## src/rtl/cla_seq_pkg.sv

```systemverilog
// Shared types and helpers for the nibble-serial CLA sequencer.
package cla_seq_pkg;

  localparam int NIBBLE_W  = 4;
  // Widest operand nibble_sel can slice from.
  localparam int SEL_MAX_W = 64;

  typedef enum logic [1:0] {IDLE, ISSUE, WAIT, DONE} cla_seq_state_t;

  // Returns nibble idx of vec. Callers zero-extend their operand to SEL_MAX_W.
  function automatic logic [NIBBLE_W-1:0] nibble_sel(input logic [SEL_MAX_W-1:0] vec,
                                                     input int unsigned          idx);
    return vec[idx*NIBBLE_W +: NIBBLE_W];
  endfunction

endpackage

```

## src/rtl/cla_seq_ctrl.sv

```systemverilog
// Nibble-serial adder sequencer. It adds two WIDTH-bit operands by driving one
// external pipelined 4-bit CLA stage once per nibble, starting with the least
// significant nibble. The carry from each pass is fed into the next pass.
// Optional: define CLA_SEQ_OVF_EN to add the two's-complement overflow output ovf.
module cla_seq_ctrl
  import cla_seq_pkg::*;
#(
  parameter int NIBBLES = 4,
  parameter int ADD_LAT = 2
) (
  input  logic                          clk,
  input  logic                          reset,
  input  logic                          start,
  input  logic [NIBBLE_W*NIBBLES-1:0]   a_in,
  input  logic [NIBBLE_W*NIBBLES-1:0]   b_in,
  input  logic                          c_in,
  output logic                          busy,
  output logic                          done,
  output logic [NIBBLE_W*NIBBLES-1:0]   s_out,
  output logic                          c_out,
`ifdef CLA_SEQ_OVF_EN
  output logic                          ovf,
`endif
  output logic [NIBBLE_W-1:0]           add_a,
  output logic [NIBBLE_W-1:0]           add_b,
  output logic                          add_cin,
  input  logic [NIBBLE_W-1:0]           add_s,
  input  logic                          add_cout
);

  localparam int WIDTH = NIBBLE_W*NIBBLES;
  localparam int IDX_W = (NIBBLES > 1) ? $clog2(NIBBLES) : 1;

  cla_seq_state_t      r_state;
  logic [WIDTH-1:0]    r_a;
  logic [WIDTH-1:0]    r_b;
  logic [IDX_W-1:0]    r_idx;
  logic                r_carry;
  logic [2:0]          r_cnt;
  logic                r_busy;
  logic                r_done;
  logic [WIDTH-1:0]    r_s;
  logic                r_c;
  logic [NIBBLE_W-1:0] r_add_a;
  logic [NIBBLE_W-1:0] r_add_b;
  logic                r_add_cin;
`ifdef CLA_SEQ_OVF_EN
  logic                r_ovf;
`endif

  logic                w_last;
  logic [IDX_W-1:0]    w_next_idx;
  logic [NIBBLE_W-1:0] w_next_a;
  logic [NIBBLE_W-1:0] w_next_b;
  logic [NIBBLE_W-1:0] w_first_a;
  logic [NIBBLE_W-1:0] w_first_b;

  assign w_last     = (r_idx == IDX_W'(NIBBLES-1));
  assign w_next_idx = r_idx + 1'b1;
  assign w_next_a   = nibble_sel(SEL_MAX_W'(r_a), int'(w_next_idx));
  assign w_next_b   = nibble_sel(SEL_MAX_W'(r_b), int'(w_next_idx));
  assign w_first_a  = nibble_sel(SEL_MAX_W'(a_in), 0);
  assign w_first_b  = nibble_sel(SEL_MAX_W'(b_in), 0);

  // Sequencer FSM. The adder inputs are registered and loaded on the edge that
  // enters ISSUE. They stay stable through WAIT, as the external pipeline
  // requires.
  always_ff @(posedge clk or posedge reset) begin
    if (reset) begin
      r_state   <= IDLE;
      r_a       <= '0;
      r_b       <= '0;
      r_idx     <= '0;
      r_carry   <= 1'b0;
      r_cnt     <= '0;
      r_busy    <= 1'b0;
      r_done    <= 1'b0;
      r_s       <= '0;
      r_c       <= 1'b0;
      r_add_a   <= '0;
      r_add_b   <= '0;
      r_add_cin <= 1'b0;
`ifdef CLA_SEQ_OVF_EN
      r_ovf     <= 1'b0;
`endif
    end else begin
      r_done <= 1'b0;
      case (r_state)
        IDLE: begin
          r_add_a   <= '0;
          r_add_b   <= '0;
          r_add_cin <= 1'b0;
          if (start) begin
            r_a       <= a_in;
            r_b       <= b_in;
            r_idx     <= '0;
            r_carry   <= c_in;
            r_add_a   <= w_first_a;
            r_add_b   <= w_first_b;
            r_add_cin <= c_in;
            r_busy    <= 1'b1;
            r_state   <= ISSUE;
          end
        end
        ISSUE: begin
          r_cnt   <= 3'(ADD_LAT);
          r_state <= WAIT;
        end
        WAIT: begin
          r_cnt <= r_cnt - 3'd1;
          // A count of 1 here reaches 0 on this edge. This is the edge that samples the adder.
          if (r_cnt == 3'd1) begin
            r_s[r_idx*NIBBLE_W +: NIBBLE_W] <= add_s;
            r_carry <= add_cout;
            if (w_last) begin
              r_c       <= add_cout;
`ifdef CLA_SEQ_OVF_EN
              // On the top nibble, carry into the sign bit = s3 ^ a3 ^ b3.
              r_ovf     <= add_cout ^ (add_s[NIBBLE_W-1] ^ r_a[WIDTH-1] ^ r_b[WIDTH-1]);
`endif
              r_busy    <= 1'b0;
              r_done    <= 1'b1;
              r_add_a   <= '0;
              r_add_b   <= '0;
              r_add_cin <= 1'b0;
              r_state   <= DONE;
            end else begin
              r_idx     <= w_next_idx;
              r_add_a   <= w_next_a;
              r_add_b   <= w_next_b;
              r_add_cin <= add_cout;
              r_state   <= ISSUE;
            end
          end
        end
        DONE: begin
          r_state <= IDLE;
        end
        default: r_state <= IDLE;
      endcase
    end
  end

  assign busy    = r_busy;
  assign done    = r_done;
  assign s_out   = r_s;
  assign c_out   = r_c;
  assign add_a   = r_add_a;
  assign add_b   = r_add_b;
  assign add_cin = r_add_cin;
`ifdef CLA_SEQ_OVF_EN
  assign ovf     = r_ovf;
`endif

endmodule

```

## config.mk

```make
export PLATFORM = sky130hd
export DESIGN_NAME = cla_seq_ctrl
export DESIGN_NICKNAME = d
export VERILOG_FILES = /design/src/rtl/cla_seq_pkg.sv /design/src/rtl/cla_seq_ctrl.sv
export SDC_FILE = /design/constraint.sdc
export NUM_CORES = 1
export LEC_CHECK = 0
export CORE_AREA = 4 4 82 84
export CTS_CLUSTER_DIAMETER = 80
export DETAILED_ROUTE_END_ITERATION = 8
export DIE_AREA = 0 0 86 88
export GPL_ROUTABILITY_DRIVEN = 0
export PLACE_DENSITY = 0.83
export SYNTH_ARGS = -nofsm -noshare
export SYNTH_HDL_FRONTEND = slang
export SYNTH_SLANG_ARGS = --single-unit
```

## constraint.sdc

```tcl
create_clock -name clk -period 6.7 [get_ports clk]
set_clock_uncertainty 0.2 [all_clocks]
set_input_delay 1.34 -clock clk [delete_from_list [all_inputs] [get_ports clk]]
set_output_delay 1.34 -clock clk [all_outputs]
set_load 0.01 [all_outputs]
```

# Yosys cells after proc, flatten, opt, wreduce, memory -nomap -nowiden

Index checks and enable logic that the tools add are counted.

Add/sub/neg operators: 3
Mux-type cells: 29
Shifts and indexed selects: 4
Eq/ne operators: 9
Reductions and logical operators: 10

Operators by type and width:

| kind                    | number |
|---|---|
| $shiftx 64x5->4         | 2 |
| $neg 4->34              | 1 |
| $shift 4x34->16 const A | 1 |
| $shiftx 4x34->16        | 1 |
| $mux 4                  | 6 |
| $bwmux 16               | 1 |
| $pmux 4 s2              | 2 |
| $mux 2                  | 6 |
| $mux 1                  | 9 |
| $ne 2x2->1 const B      | 4 |
| $pmux 2 s4              | 1 |
| $reduce_and 2->1        | 4 |
| $reduce_and 4->1        | 2 |
| $eq 2x2->1 const B      | 3 |
| $pmux 3 s2              | 1 |
| $pmux 1 s2              | 2 |
| $pmux 2 s2              | 1 |
| $reduce_bool 2->1       | 2 |
| $eq 3x1->1 const B      | 1 |
| $reduce_and 3->1        | 1 |
| $sub 3x1->3 const B     | 1 |
| $add 2x1->2 const B     | 1 |
| $eq 2x1->1 const B      | 1 |
| $logic_not 2->1         | 1 |

Logic and storage cells: 67
Flip-flop bits (word level): 67
Bits of input ports: 41
Output and inout bits: 28

# Logic depth before layout (Yosys ltp)

Gate-level depths: netlist (run 1).

Word-level depth: 5
Mapped depth: 8
Depth with buffers taken out: 5

# Least setup slack after synthesis (run 1)

OpenSTA, ideal clock, no wires.

Kind: input to register
From: input start
To: register r_a[0]
Cell stages on the path: 4
Path buffers: 2
Library setup time: 125 ps
Setup slack: 4192 ps
Arrival: 2184 ps
Required time: 6375 ps
Path through: buf_2 nand2_1 buf_2 mux2_2

Cells in the longest elaborated chain, start to end: 1

RTL lines:

| what                       | line               | text |
|---|---|---|
| from (decl)                | cla_seq_ctrl.sv:13 | `input logic start,` |
| $reduce_and 2->1 (no line) | --                 |  |
| to (signal assigned)       | cla_seq_ctrl.sv:94 | `r_a <= a_in;` |
| to (decl)                  | cla_seq_ctrl.sv:35 | `logic [WIDTH-1:0] r_a;` |

Every way passes these cells.
A chain may end at the register's enable or synchronous reset.

# Worst setup path after layout (run 1)

From: register r_idx[0]
To: register r_add_a[1], in the netlist add_a[1]

Cells in the longest elaborated chain, start to end: 5
Elaborated cells on any way between the ends: 6
Those cells by class: add/sub (1); eq/ne (1); shift (1); mux (3)

RTL lines:

| what                   | line                | text |
|---|---|---|
| from (decl)            | cla_seq_ctrl.sv:37  | `logic [IDX_W-1:0] r_idx;` |
| from (signal assigned) | cla_seq_ctrl.sv:128 | `r_idx <= w_next_idx;` |
| $add 2x1->2            | cla_seq_ctrl.sv:59  | `assign w_next_idx = r_idx + 1'b1;` |
| $shiftx 64x5->4        | cla_seq_pkg.sv:13   | `return vec[idx*NIBBLE_W +: NIBBLE_W];` |
| $mux 4 (*)             | cla_seq_ctrl.sv:115 | `if (w_last) begin` |
| $mux 4 (*)             | cla_seq_ctrl.sv:112 | `if (r_cnt == 3'd1) begin` |
| $pmux 4 s2 (*)         | cla_seq_ctrl.sv:88  | `case (r_state)` |
| to (signal assigned)   | cla_seq_ctrl.sv:98  | `r_add_a <= w_first_a;` |
| to (signal assigned)   | cla_seq_ctrl.sv:129 | `r_add_a <= w_next_a;` |
| to (decl)              | cla_seq_ctrl.sv:44  | `logic [NIBBLE_W-1:0] r_add_a;` |

Mark *: on every way between the ends. The rest lies on a longest branch, timed or not. The select of a mux whose other input is x is not followed.

==> results_dict.tcl, run 1 <==
set metrics [dict create \
    slew_headroom_pct 43.7 \
    ys_warn_count 0 \
    cts-root-buf "clkbuf_8" \
    p_sw_mw 0.463 \
    first_pass_iters 4 \
    path_clk_slew_ns 0.07 \
    power.leakage_nw 1.73 \
    internal_power_mw 1.01 \
    fin_crit_sh_pct 46.4 \
    initialDrtViolationCount 146 \
    core_mm2 0.00592 \
    start_util_pct 53.6 \
    finalNetCount 366 \
    num_vias 2215 \
    critPathMaxStageDelay_ns 0.79 \
    clock_latency_ns 0.34 \
    cts_setup_buffers 0 \
    path_cells "inv_1 > ha_1 > mux4_1 > a221o_1" \
    routed_wl_mm 6.83 \
    power_density_mw_per_mm2 364 \
    ff_latch_area_mm2 0.00168 \
    syn_avg_cell_area_um2 12.7 \
    viasPerCell 5.62 \
    worst-path-buf-inv 1 \
    ios 69 \
    ys_seq_elements 67 \
    arrival_ns 3.13 \
    route.detailed.drc 0 \
    fp.dieH_um 88 \
    ys_types 40 \
    cts-hold-fix-buffers 0 \
    placement.io_buffers 68 \
    grt_pass1_wl_mm 11.2 \
    fillCellCount 442 \
    power.share.sequential_pct 43.5 \
    cts_max_level 3 \
    track_usage_pct 19.2 \
    rsz0062_at_grt "no" \
    grt_antenna_before_repair 0 \
    power_frac_clock_pct 19.3 \
    drive_gt1_share_pct 18.2 \
    synth_edf_count 0 \
    clk_path_buf_depth 2 \
    hold_class "reg -> reg" \
    grt_max_degree 68 \
    drt-wirelength-per-cell_um 17.3 \
    cts_tree "yes" \
    syn_to_final_growth_pct 27.3 \
    clock-sinks 67 \
    multi_input_area_mm2 0.00138 \
    syn_inst 249 \
    hpwl_mm 4.63 \
    yosysSeqAreaShare_pct 52.8 \
    syn_nets 300 \
    cts_resized 0 \
    critPathSlowestCell "dfrtp_1" \
    antenna_cells 0 \
    swShare_pct 31.5 \
    setup_violations 0 \
    first_global_vias 2367 \
    worst_pin_slew_ns 0.844 \
    crit_path_end_kind "flop" \
    maxSlewViolCount 0 \
    startpoint_type "flop" \
    outcome "finished, final reports clean" \
    postLayoutCoreUtil_pct 68.2 \
    cts_inserted_buffers 9 \
    combPwrFrac_pct 37.2 \
    hold_viol_final 0 \
    maxCapViolCount 0 \
    die_x_um 86 \
    max_freq_mhz 322 \
    ir_worst_vdd_mv 0.219 \
    grt-ovfl-total 0 \
    synthArstFlopShare_pct 100 \
    die_area_mm2 0.00757 \
    final.setup.tns_ns 0 \
    critPathKind "reg -> reg" \
    synth_flop_cell "dfrtp_1" \
    period_minus_slack_ns 3.11 \
    cp_max_fo 18 \
    cp_top_family "flip-flops" \
    antenna_left 0 \
    synth_area_mm2 0.00317 \
    worstPathRequired_ns 6.72 \
    num_rows 28 \
]
per-layer routing:
layer | global-route usage (%) | wire length, µm | vias up
met5 | 0 | 0 | -
met4 | 6.62 | 72 | 0
met3 | 4.70 | 384 | 6
met2 | 32.7 | 3400 | 67
met1 | 24.1 | 2980 | 1099
li1 | - | - | 1043
cell type report:
type	count	area share, %
clock buffers	12	3.59
clock inverters	3	0.372
inverters	10	0.929
multi-input cells	157	34.0
flip-flops and latches	67	41.5
well taps	75	2.32
repair buffers	70	17.2
flip-flops by register name, indices dropped and copies added, names as in the netlist:
name and cells:
add_a 4, r_idx 2, busy 1, add_b 4, r_state 2, done 1
add_cin 1, c_out 1, r_b 16, s_out 16, r_cnt 3, r_a 16
stage by stage:
| step | setup WS [ns] | cell area, µm² | std cells | hold slack [ns] | power (mW) |
|---|---|---|---|---|---|
| after floorplan | 3.48 | 3170 | 249 | 0.270 | 1.01 |
| after global placement | 3.38 | 3880 | 379 | 0.260 | 1.17 |
| after detailed placement | 3.31 | 3880 | 379 | 0.269 | 1.19 |
| after CTS | 3.58 | 4040 | 394 | 0.285 | 1.48 |
| after global routing | 3.40 | 4040 | 394 | 0.311 | 1.57 |
| final | 3.59 | 4040 | 394 | 0.280 | 1.47 |
logic make-up (layout without fill, tap and decap cells):
kind of cell,count (synthesis),in the layout,share of synthesized area (%)
compound gates,41,41,9.19
fa+ha+maj,10,10,3.94
buf+inv,25,95,3.82
flops,67,67,52.8
mux,43,43,18.8
simple gates,63,63,11.4
Yosys cell counts, types with 2 or more instances:
master	count	area, µm²
nor2_1	3	11.3
nand2_1	31	116
dfrtp_1	67	1680
clkbuf_1	5	18.8
mux4_2	2	45.0
o21ai_0	16	80.1
nand4b_1	4	35.0
nand2b_1	4	25.0
and4_1	8	70.1
a211oi_1	3	22.5
nand3b_1	3	22.5
mux4_1	6	158
buf_2	7	35.0
ha_1	10	125
o31ai_1	5	37.5
mux2_2	34	383
inv_1	10	37.5
a221o_1	8	80.1
a21oi_1	2	10.0
power groups by stage:
stage	registers (mW)	logic [mW]	clock network (mW)
3_5_place_dp	0.644	0.547	0
4_1_cts	0.640	0.553	0.292
5_1_grt	0.655	0.601	0.312
2_1_floorplan	0.629	0.379	0
6_report	0.640	0.548	0.284
3_3_place_gp	0.637	0.528	0
worst reg2reg max path: stages, from the launching register on:
cell	delay (ns)
dfrtp_1	0.79
inv_1	0.23
ha_1	0.77
mux4_1	0.66
a221o_1	0.34
placed cells by master (no fill, tap or decap), types with 2 or more instances in the layout:
| cell type | n |
|---|---|
| a221o_1 | 8 |
| o31ai_1 | 5 |
| ha_1 | 10 |
| nand4b_1 | 4 |
| nand2_1 | 31 |
| nor2_1 | 3 |
| nand2b_1 | 4 |
| mux4_1 | 6 |
| clkbuf_1 | 2 |
| mux2_2 | 34 |
| nand3b_1 | 3 |
| clkdlybuf4s50_1 | 68 |
| a21oi_1 | 2 |
| clkinv_2 | 3 |
| buf_4 | 2 |
| inv_1 | 9 |
| clkbuf_8 | 10 |
| dfrtp_1 | 67 |
| and4_1 | 8 |
| a211oi_1 | 3 |
| mux4_2 | 2 |
| o21ai_0 | 16 |
worst paths after layout:
path | slack [ns] | depth (start not counted) | startpoint | endpoint
min in group asynchronous | 1.34 | 3 | reset | s_out[2]
hold reg to reg | 0.28 | 2 | s_out[7] | s_out[7]
hold / removal | 0.28 | 2 | s_out[7] | s_out[7]
max in group asynchronous | 4.38 | 3 | reset | r_b[3]
setup / recovery | 3.59 | 4 | r_idx[0] | add_a[1]
setup reg to reg | 3.59 | 4 | r_idx[0] | add_a[1]
Power figures use the tool's default switching activity.
==> run 2: changes to the inputs <==
--- a/config.mk
+++ b/config.mk
@@ -5,12 +5,12 @@
 export SDC_FILE = /design/constraint.sdc
 export NUM_CORES = 1
 export LEC_CHECK = 0
-export CORE_AREA = 4 4 82 84
+export CORE_AREA = 4 4 84 86
 export CTS_CLUSTER_DIAMETER = 80
 export DETAILED_ROUTE_END_ITERATION = 8
-export DIE_AREA = 0 0 86 88
+export DIE_AREA = 0 0 88 90
 export GPL_ROUTABILITY_DRIVEN = 0
-export PLACE_DENSITY = 0.83
+export PLACE_DENSITY = 0.79
 export SYNTH_ARGS = -nofsm -noshare
 export SYNTH_HDL_FRONTEND = slang
 export SYNTH_SLANG_ARGS = --single-unit
==> constraint.sdc (replaced) <==
create_clock -name clk -period 3.1 [get_ports clk]
set_clock_uncertainty 0.2 [all_clocks]
set_input_delay 0.62 -clock clk [delete_from_list [all_inputs] [get_ports clk]]
set_output_delay 0.62 -clock clk [all_outputs]
set_load 0.01 [all_outputs]
==> results_dict.tcl, run 2 (synthesis gave the netlist of run 1 again) <==
set metrics [dict create \
    outcome "finished, final reports clean" \
    grt_pass1_wl_mm 10.8 \
    worst_slack_ns 0.614 \
    critPathKind "reg -> reg" \
    period_minus_slack_ns 2.49 \
    antenna_cells 0 \
    route.detailed.drc 0 \
    multi_input_area_mm2 0.00138 \
    core_mm2 0.00628 \
    reg2regPathDepth 4 \
    die_x_um 88 \
    stdcell_count 400 \
    placement.io_buffers 68 \
    crit_path_start "r_idx[1]" \
    hold_viol_final 0 \
    wl_met3_um 381 \
    power_density_mw_per_mm2 796 \
    fin_crit_sh_pct 80.2 \
    cts_tree "yes" \
    hp-start "s_out[14]" \
    worst_pin_slew_ns 0.674 \
    layout_common_cells "clkdlybuf4s50_1, dfrtp_1, mux2_2" \
    maxCapViolCount 0 \
    p_total_mw 3.27 \
    grt_antenna_before_repair 0 \
    finalNetCount 369 \
    top_layer "met4" \
    critPathMaxStageDelay_ns 0.73 \
    drt-wirelength-per-cell_um 16.3 \
    final_common_cell "clkdlybuf4s50_1" \
    cts_setup_buffers 0 \
    power.leakage_nw 1.76 \
    startpoint_type "flop" \
    post_dp_cell_area_mm2 0.00392 \
    clock_latency_ns 0.35 \
    setup_violations 0 \
    first_pass_iters 4 \
    worstPathRequired_ns 3.13 \
    path_cells "inv_1 > ha_1 > mux4_1 > a221o_1" \
    cts_resized 0 \
    postLayoutCoreUtil_pct 65.5 \
    clock-sinks 67 \
    reg2reg_slack_ns 0.61 \
    fillCellCount 484 \
    place_inst 384 \
    worstReg2RegEnd "add_a[0]" \
    critPathSlowestCell "ha_1" \
    cts-root-buf "clkbuf_8" \
    arrival_ns 2.52 \
    hold_class "reg -> reg" \
    first_global_vias 2254 \
    num_vias 2167 \
    num_rows 29 \
    cp-endpoint "add_a[0]" \
    drive_gt1_share_pct 19.8 \
    start_util_pct 50.5 \
    ios 69 \
    fp.dieH_um 90 \
    syn_to_final_growth_pct 29.5 \
    routed_wl_mm 6.50 \
    path_clk_slew_ns 0.07 \
    slew_headroom_pct 55.1 \
    r2r_start "r_idx[1]" \
    antenna_left 0 \
    cp_max_fo 15 \
    fin_area_mm2 0.00411 \
    ff_latch_area_mm2 0.00168 \
    grt_max_degree 68 \
    timing.hold.ws_ns 0.278 \
    cts-hold-fix-buffers 0 \
    rsz0062_at_grt "no" \
    pre_cts_slack_ns 0.592 \
    grt-ovfl-total 0 \
    cts_max_level 3 \
    final.setup.tns_ns 0 \
    die_area_mm2 0.00792 \
    track_usage_pct 17.6 \
    met2_length_mm 3.17 \
    maxSlewViolCount 0 \
    viasPerCell 5.42 \
    max_freq_mhz 402 \
    cts_inserted_buffers 9 \
    clk_path_buf_depth 2 \
    crit_path_end_kind "flop" \
    hpwl_mm 4.52 \
    drt-met1-wl_mm 2.88 \
    initialDrtViolationCount 127 \
    ir_worst_vdd_mv 0.455 \
]
[run 2: cell types whose count changed in the layout (fill, tap and decap cells not counted)]
cell | previous run | this run
clkinvlp_4 | 0 | 2
clkbuf_1 | 2 | 0
bufinv_16 | 0 | 1
buf_12 | 0 | 1
clkinv_4 | 0 | 1
buf_4 | 2 | 4
clkbuf_8 | 10 | 9
[run 2: layout make-up]
type	instances	area share, %
multi-input cells	157	33.5
clock inverters	7	1.67
inverters	10	0.914
repair buffers	73	17.8
flip-flops and latches	67	40.8
well taps	77	2.34
clock buffers	9	3.01
[run 2: power by group]
part           internal [mW]  total (mW)  leakage, nW  switching, mW
logic                  0.690        1.20        0.864          0.510
clock network          0.368       0.716       0.0950          0.348
registers               1.20        1.36        0.797          0.159
total                   2.26        3.27         1.76           1.02
[run 2: critical path, delay by kind of cell, from the launching register on]
family	cells	cell delay, ns
adders and majority gates	1	0.73
AOI/OAI and AO/OA	1	0.33
muxes	1	0.64
DFF	1	0.38
buffers and inverters	1	0.09
[run 2: worst min path at each step]
stage / end / slack [ns] / cells past startpoint
floorplan: r_state[0] / 0.27 / 1
global placement: s_out[5] / 0.26 / 2
detailed placement: s_out[14] / 0.27 / 2
CTS: s_out[14] / 0.29 / 2
global route: s_out[10] / 0.31 / 2
finish: s_out[14] / 0.28 / 2
[run 2: layer usage]
layer	global-route usage [%]	vias to the layer above
met5	0	-
met4	5.75	0
met3	5.21	7
met2	28.1	53
met1	22.7	1051
li1	-	1056
